## config.mk

```make
export PLATFORM = sky130hd
export DESIGN_NAME = cdb_rr_scheduler_flat
export DESIGN_NICKNAME = d
export VERILOG_FILES = /design/src/rtl/tomasulo_pkg.sv /design/src/rtl/cdb_rr_scheduler_if.sv /design/src/rtl/rr_priority_pick.sv /design/src/rtl/cdb_rr_scheduler.sv /design/src/flat_wrapper.sv
export SDC_FILE = /design/constraint.sdc
export NUM_CORES = 1
export LEC_CHECK = 0
export CAP_MARGIN = 0
export CORE_MARGIN = 5
export CORE_UTILIZATION = 33
export CTS_CLUSTER_SIZE = 16
export DETAILED_ROUTE_END_ITERATION = 12
export GPL_ROUTABILITY_DRIVEN = 0
export PLACE_DENSITY = 0.76
export SLEW_MARGIN = 5
export SYNTH_ARGS = -nofsm -noshare
export SYNTH_HDL_FRONTEND = slang
export SYNTH_SLANG_ARGS = --single-unit
```

## constraint.sdc

```tcl
create_clock -name Clock -period 1.8 [get_ports Clock]
set_input_delay 0.36 -clock Clock [delete_from_list [all_inputs] [get_ports Clock]]
set_output_delay 0.36 -clock Clock [all_outputs]
set_load 0.02 [all_outputs]
```

## src/rtl/tomasulo_pkg.sv

```systemverilog
// Shared Tomasulo definitions: bus widths, reservation-station tags, idle bus value
// and the CDB scheduler state type.
package tomasulo_pkg;

  localparam int TAG_W  = 3;
  localparam int DATA_W = 16;

  localparam logic [TAG_W-1:0] FREE_REGISTER    = 3'd0;
  localparam logic [TAG_W-1:0] RES_STATION_ADD1 = 3'd1;
  localparam logic [TAG_W-1:0] RES_STATION_ADD2 = 3'd2;

  localparam logic [DATA_W-1:0] SEM_VALOR = 16'hFFF0;

  typedef enum logic {
    CDB_IDLE  = 1'b0,
    CDB_BCAST = 1'b1
  } cdb_state_e;

  // Pointer width that stays legal for a single-source configuration.
  function automatic int ptr_width(input int n);
    return (n > 1) ? $clog2(n) : 1;
  endfunction

endpackage

```

## src/rtl/cdb_rr_scheduler_if.sv

```systemverilog
// Done/Ack handshake between functional-unit result ports and the CDB scheduler,
// plus the broadcast bus seen by register_status and the reservation stations.
interface cdb_rr_scheduler_if #(
  parameter int N_SRC  = 4,
  parameter int DATA_W = tomasulo_pkg::DATA_W,
  parameter int TAG_W  = tomasulo_pkg::TAG_W,
  parameter int PTR_W  = tomasulo_pkg::ptr_width(N_SRC)
);

  logic [N_SRC-1:0]        Done;
  logic [N_SRC*DATA_W-1:0] Q;
  logic                    Hold_CDB;
  logic [N_SRC-1:0]        Ack;
  logic                    CDB_Valid;
  logic [TAG_W-1:0]        Qi_CDB;
  logic [DATA_W-1:0]       Qi_CDB_data;
  logic [PTR_W-1:0]        Rr_ptr;

  modport master (
    input  Done, Q, Hold_CDB,
    output Ack, CDB_Valid, Qi_CDB, Qi_CDB_data, Rr_ptr
  );

  modport slave (
    output Done, Q, Hold_CDB,
    input  Ack, CDB_Valid, Qi_CDB, Qi_CDB_data, Rr_ptr
  );

endinterface

```

## src/rtl/rr_priority_pick.sv

```systemverilog
// Combinational round-robin picker: first set request bit at or after ptr, wrapping.
// Shared with the dispatch-side station selector.
module rr_priority_pick #(
  parameter int N     = 4,
  parameter int PTR_W = 2
) (
  input  logic [N-1:0]     req,
  input  logic [PTR_W-1:0] ptr,
  output logic [PTR_W-1:0] grant_idx,
  output logic             any_grant
);

  always_comb begin
    int idx;
    idx       = 0;
    grant_idx = '0;
    any_grant = 1'b0;
    // Scan from the farthest offset down so the closest request to ptr wins last.
    for (int k = N - 1; k >= 0; k--) begin
      idx = int'(ptr) + k;
      if (idx >= N) idx = idx - N;
      if (req[idx]) begin
        grant_idx = PTR_W'(idx);
        any_grant = 1'b1;
      end
    end
  end

endmodule

```

## src/rtl/cdb_rr_scheduler.sv

```systemverilog
// Round-robin Common Data Bus scheduler: grants one pending functional unit per cycle
// and broadcasts its tag and result for exactly one cycle.
module cdb_rr_scheduler #(
  parameter int                 N_SRC     = 4,
  parameter int                 DATA_W    = 16,
  parameter int                 TAG_W     = 3,
  parameter logic [DATA_W-1:0]  IDLE_DATA = tomasulo_pkg::SEM_VALOR
) (
  input  logic                Clock,
  input  logic                Reset,
  cdb_rr_scheduler_if.master  bus
);

  localparam int PTR_W = tomasulo_pkg::ptr_width(N_SRC);

  tomasulo_pkg::cdb_state_e state_reg;
  logic [N_SRC-1:0]  ack_reg;
  logic [TAG_W-1:0]  tag_reg;
  logic [DATA_W-1:0] data_reg;
  logic [PTR_W-1:0]  ptr_reg;

  logic [N_SRC-1:0]  eligible;
  logic [PTR_W-1:0]  grant_idx;
  logic              any_grant;
  logic              grant_fire;
  logic [DATA_W-1:0] q_src [N_SRC];

  for (genvar gi = 0; gi < N_SRC; gi++) begin : g_q_unpack
    assign q_src[gi] = bus.Q[gi*DATA_W +: DATA_W];
  end

  // Masking with the live Ack keeps a source from being regranted before it has
  // seen its Ack and had a chance to lower Done.
  assign eligible   = bus.Done & ~ack_reg;
  assign grant_fire = any_grant & ~bus.Hold_CDB;

  rr_priority_pick #(
    .N     (N_SRC),
    .PTR_W (PTR_W)
  ) u_pick (
    .req       (eligible),
    .ptr       (ptr_reg),
    .grant_idx (grant_idx),
    .any_grant (any_grant)
  );

  always_ff @(posedge Clock or posedge Reset) begin
    if (Reset) begin
      state_reg <= tomasulo_pkg::CDB_IDLE;
      ack_reg   <= '0;
      tag_reg   <= TAG_W'(tomasulo_pkg::FREE_REGISTER);
      data_reg  <= IDLE_DATA;
      ptr_reg   <= '0;
    end else if (grant_fire) begin
      state_reg <= tomasulo_pkg::CDB_BCAST;
      ack_reg   <= N_SRC'(1) << grant_idx;
      tag_reg   <= TAG_W'(grant_idx) + TAG_W'(tomasulo_pkg::RES_STATION_ADD1);
      data_reg  <= q_src[grant_idx];
      ptr_reg   <= (grant_idx == PTR_W'(N_SRC - 1)) ? '0 : grant_idx + PTR_W'(1);
    end else begin
      state_reg <= tomasulo_pkg::CDB_IDLE;
      ack_reg   <= '0;
      tag_reg   <= TAG_W'(tomasulo_pkg::FREE_REGISTER);
      data_reg  <= IDLE_DATA;
    end
  end

  assign bus.Ack         = ack_reg;
  assign bus.CDB_Valid   = (state_reg == tomasulo_pkg::CDB_BCAST);
  assign bus.Qi_CDB      = tag_reg;
  assign bus.Qi_CDB_data = data_reg;
  assign bus.Rr_ptr      = ptr_reg;

endmodule

```

## src/flat_wrapper.sv

```systemverilog
// flat-port wrapper written by rule: the top's interface ports become plain ports
module cdb_rr_scheduler_flat import tomasulo_pkg::*;
#(
  parameter int                 N_SRC     = 4,
  parameter int                 DATA_W    = 16,
  parameter int                 TAG_W     = 3,
  parameter logic [DATA_W-1:0]  IDLE_DATA = tomasulo_pkg::SEM_VALOR
)
  (Clock, Reset, bus_Done, bus_Q, bus_Hold_CDB, bus_Ack, bus_CDB_Valid, bus_Qi_CDB, bus_Qi_CDB_data, bus_Rr_ptr);
  cdb_rr_scheduler_if #(.N_SRC(N_SRC), .DATA_W(DATA_W), .TAG_W(TAG_W)) bus_i ();
  input  logic Clock;
  input  logic Reset;
  input wire logic [$bits(bus_i.Done)-1:0] bus_Done;
  input wire logic [$bits(bus_i.Q)-1:0] bus_Q;
  input wire logic [$bits(bus_i.Hold_CDB)-1:0] bus_Hold_CDB;
  output wire logic [$bits(bus_i.Ack)-1:0] bus_Ack;
  output wire logic [$bits(bus_i.CDB_Valid)-1:0] bus_CDB_Valid;
  output wire logic [$bits(bus_i.Qi_CDB)-1:0] bus_Qi_CDB;
  output wire logic [$bits(bus_i.Qi_CDB_data)-1:0] bus_Qi_CDB_data;
  output wire logic [$bits(bus_i.Rr_ptr)-1:0] bus_Rr_ptr;
  assign bus_i.Done = bus_Done;
  assign bus_i.Q = bus_Q;
  assign bus_i.Hold_CDB = bus_Hold_CDB;
  assign bus_Ack = bus_i.Ack;
  assign bus_CDB_Valid = bus_i.CDB_Valid;
  assign bus_Qi_CDB = bus_i.Qi_CDB;
  assign bus_Qi_CDB_data = bus_i.Qi_CDB_data;
  assign bus_Rr_ptr = bus_i.Rr_ptr;
  cdb_rr_scheduler #(.N_SRC(N_SRC), .DATA_W(DATA_W), .TAG_W(TAG_W), .IDLE_DATA(IDLE_DATA)) u_core (.Clock(Clock), .Reset(Reset), .bus(bus_i));
endmodule
```

==> flow_metrics.env <==
export IMPL_rows=24
export IMPL_power_frac_comb_pct=65.7
export IMPL_clk_pin_slew_ns=0.09
export IMPL_rsz0062_at_grt="false"
export IMPL_synth_area_um2=1530
export IMPL_viasPerCell=5.04
export IMPL_global_route_usage_total_pct=15.6
export IMPL_final_nets=313
export IMPL_die_height_um=78.2
export IMPL_grt_max_degree=26
export IMPL_cts_tree="built"
export IMPL_numClockSinks=25
export IMPL_dp_hpwl_um=3990
export IMPL_drtIter0Drc=60
export IMPL_worstSkewPairLatency_ns=0.27
export IMPL_grt_overflow_total=0
export IMPL_finClkSkew_ns=0.00673
export IMPL_regArea_um2=646
export IMPL_clk_path_buf_depth=2
export IMPL_path_class="reg -> out"
export IMPL_irDropWorstVdd_uv=859
export IMPL_cts_max_level=1
export IMPL_wl_per_cell_um=16.9
export IMPL_drtPass1Iterations=4
export IMPL_slew_viol_final=0
export IMPL_numCtsBuffers=3
export IMPL_postSynthCellCount=130
export IMPL_start_util_pct=34.5
export IMPL_grt_pass1_vias=1529
export IMPL_multi_input_area_um2=818
export IMPL_antenna_found_initial=0
export IMPL_slew_headroom_pct=78.6
export IMPL_die_width_um=78.2
export IMPL_portBuffers=96
export IMPL_num_fill_cells=375
export IMPL_worst_slew_pin_slew_ns=0.321
export IMPL_period_minus_slack_ns=1.77
export IMPL_status="finished clean"
export IMPL_crit_fanout=1
export IMPL_synth_nets=205
export IMPL_clockPowerShare_pct=9.0
export IMPL_grt_pass1_wl_um=7610
export IMPL_switching_share_pct=39.2
export IMPL_avgSynthCellArea_um2=11.8
export IMPL_yosys_warnings=0
export IMPL_yosys_register_bits=25
export IMPL_drcViolationCount=0
export IMPL_setup_viol=0
export IMPL_ys_seq_area_share_pct=41.8
export IMPL_p_int_w=0.00227
export IMPL_leakagePower_nw=1.19
export IMPL_die_area_um2=6110
export IMPL_crit_chain="clkdlybuf4s50_1"
export IMPL_fmax_mhz=565
export IMPL_min_path_type="in -> async"
export IMPL_crit_path_end_kind="output pin"
export IMPL_whs_ns=0.433
export IMPL_setup_tns_ns=0
export IMPL_synthDistinctLibCells=31
export IMPL_routed_wl_um=4890
export IMPL_cp_required_ns=1.44
export IMPL_fin_crit_sh_pct=98.3
export IMPL_sequentialPowerShare_pct=25.3
export IMPL_ios=97
export IMPL_core_area_um2=4440
export IMPL_area_delta_synth_final_pct=80.7
export IMPL_p_per_area_nw_per_um2=1350
export IMPL_vias=1457
export IMPL_drive_above_1_share_pct=21.5
export IMPL_crit_family="buffers and inverters"
export IMPL_start_kind="flip-flop"
export IMPL_p_switching_w=0.00146
export IMPL_diodes=0
export IMPL_clockRootBuffer="clkbuf_8"
export IMPL_critPathBufInv=1
export IMPL_cp_data_arrival_time_ns=1.41
export IMPL_crit_path_top_delay_cell="clkdlybuf4s50_1"
export IMPL_cap_violations=0
export IMPL_antenna_left=0
export IMPL_hold_buffers=0
export IMPL_hold_viol_final=0
export IMPL_cpPeakStageDelay_ns=0.61
[final timing paths]
kind,start,end,slack (ns),cells after the start
max,u_core.bus.Qi_CDB_data[9],bus_Qi_CDB_data[9],0.03,1
min,Reset,u_core.bus.CDB_Valid,0.43,3
max reg2reg,u_core.bus.Ack[2],u_core.bus.Rr_ptr[1],0.13,6
min reg2reg,u_core.bus.Rr_ptr[1],u_core.bus.Rr_ptr[1],0.69,2
max in group asynchronous,Reset,u_core.bus.Qi_CDB_data[15],1.07,3
min in group Clock,u_core.bus.Rr_ptr[1],u_core.bus.Rr_ptr[1],0.69,2
[flip-flops by register name, indices dropped and copies added (netlist names)]
register / flops
u_core.bus.Rr_ptr: 2
u_core.bus.Qi_CDB: 2
u_core.bus.CDB_Valid: 1
u_core.bus.Ack: 4
u_core.bus.Qi_CDB_data: 16
[cell families after synthesis]
group / share of synthesized area (%)
buffers and inverters: 7.10
flip-flops: 41.8
adder cells (fa/ha/maj): 3.26
AO/OA/AOI/OAI: 27.3
AND/OR/NAND/NOR: 7.51
multiplexers: 13.1
[area by class of cell]
cell class,count,share of cell area (%)
Clock buffer,4,1.63
Tap cell,52,2.35
Timing Repair Buffer,114,42.6
Sequential cell,25,23.3
Multi-Input combinational cell,90,29.5
Inverter,4,0.632
[synthesized netlist by cell type]
cell type	count	share of area (%)
nand2_1	2	0.49
inv_1	1	0.24
dfstp_2	12	21
inv_4	1	0.41
a31oi_1	1	0.41
buf_2	3	0.98
o21bai_1	1	0.49
ha_1	4	3.3
buf_8	1	0.98
buf_6	2	1.5
o211ai_1	24	12
nor2_1	2	0.49
buf_12	1	1.3
o221ai_2	2	2.0
dfrtp_1	13	21
a211o_1	13	7.4
mux2i_1	20	13
and2_1	6	2.4
clkbuf_1	3	0.73
a22o_1	1	0.57
a21oi_4	2	2.1
o21ba_2	1	0.65
nor2b_1	1	0.41
inv_2	2	0.49
o22ai_1	4	1.6
nor2_2	1	0.41
nor2b_4	1	0.90
a21oi_1	1	0.33
buf_4	1	0.49
nand2b_4	2	1.8
nor2b_2	1	0.57
[metrics by stage]
step	cells	worst slack, ns	cell area, µm²	total power (W)	util (%)
final	289	0.0303	2770	0.00373	62.4
after global routing	289	0.00354	2770	0.00396	62.4
after CTS	287	-0.00266	2720	0.00369	61.2
after detailed placement	283	-0.344	2680	0.00335	60.2
after global placement	283	-0.317	2680	0.00331	60.2
after floorplan	130	0.00272	1570	0.00244	-
[cells in the final DEF (no fill, tap or decap), types with 3 or more instances in the layout]
cell,netlist,final
dfrtp_2,0,4
a211o_1,13,13
clkdlybuf4s50_1,0,88
o211ai_1,24,24
dfstp_2,12,12
and2_1,6,6
buf_4,1,13
o22ai_1,4,4
dfrtp_1,13,9
clkbuf_8,0,3
ha_1,4,4
dlymetal6s2s_1,0,7
buf_12,1,4
mux2i_1,20,20
[power by group through the flow]
| stage | Combinational [W] | Sequential [W] | Clock [W] |
|---|---|---|---|
| after floorplan | 0.00122 | 0.00122 | 0 |
| after global placement | 0.00236 | 0.000951 | 0 |
| after detailed placement | 0.00240 | 0.000956 | 0 |
| after CTS | 0.00240 | 0.000949 | 0.000343 |
| after global routing | 0.00262 | 0.000972 | 0.000363 |
| final | 0.00245 | 0.000943 | 0.000334 |
[repair_timing]
action	CTS	global route
setup endpoints to repair	2	13
pin swaps	0	6
setup buffers	0	1
resized for setup	2	7
cloned	0	1
[per-layer routing]
| layer | global-route usage (%) | share of wire, % | vias to the layer above |
|---|---|---|---|
| li1 | - | - | 714 |
| met1 | 18.5 | 39 | 688 |
| met2 | 28.3 | 54 | 53 |
| met3 | 2.75 | 6.0 | 2 |
| met4 | 5.77 | 0.78 | 0 |
| met5 | 0 | 0 | - |
Note: power is estimated with default switching activity, not from simulation.
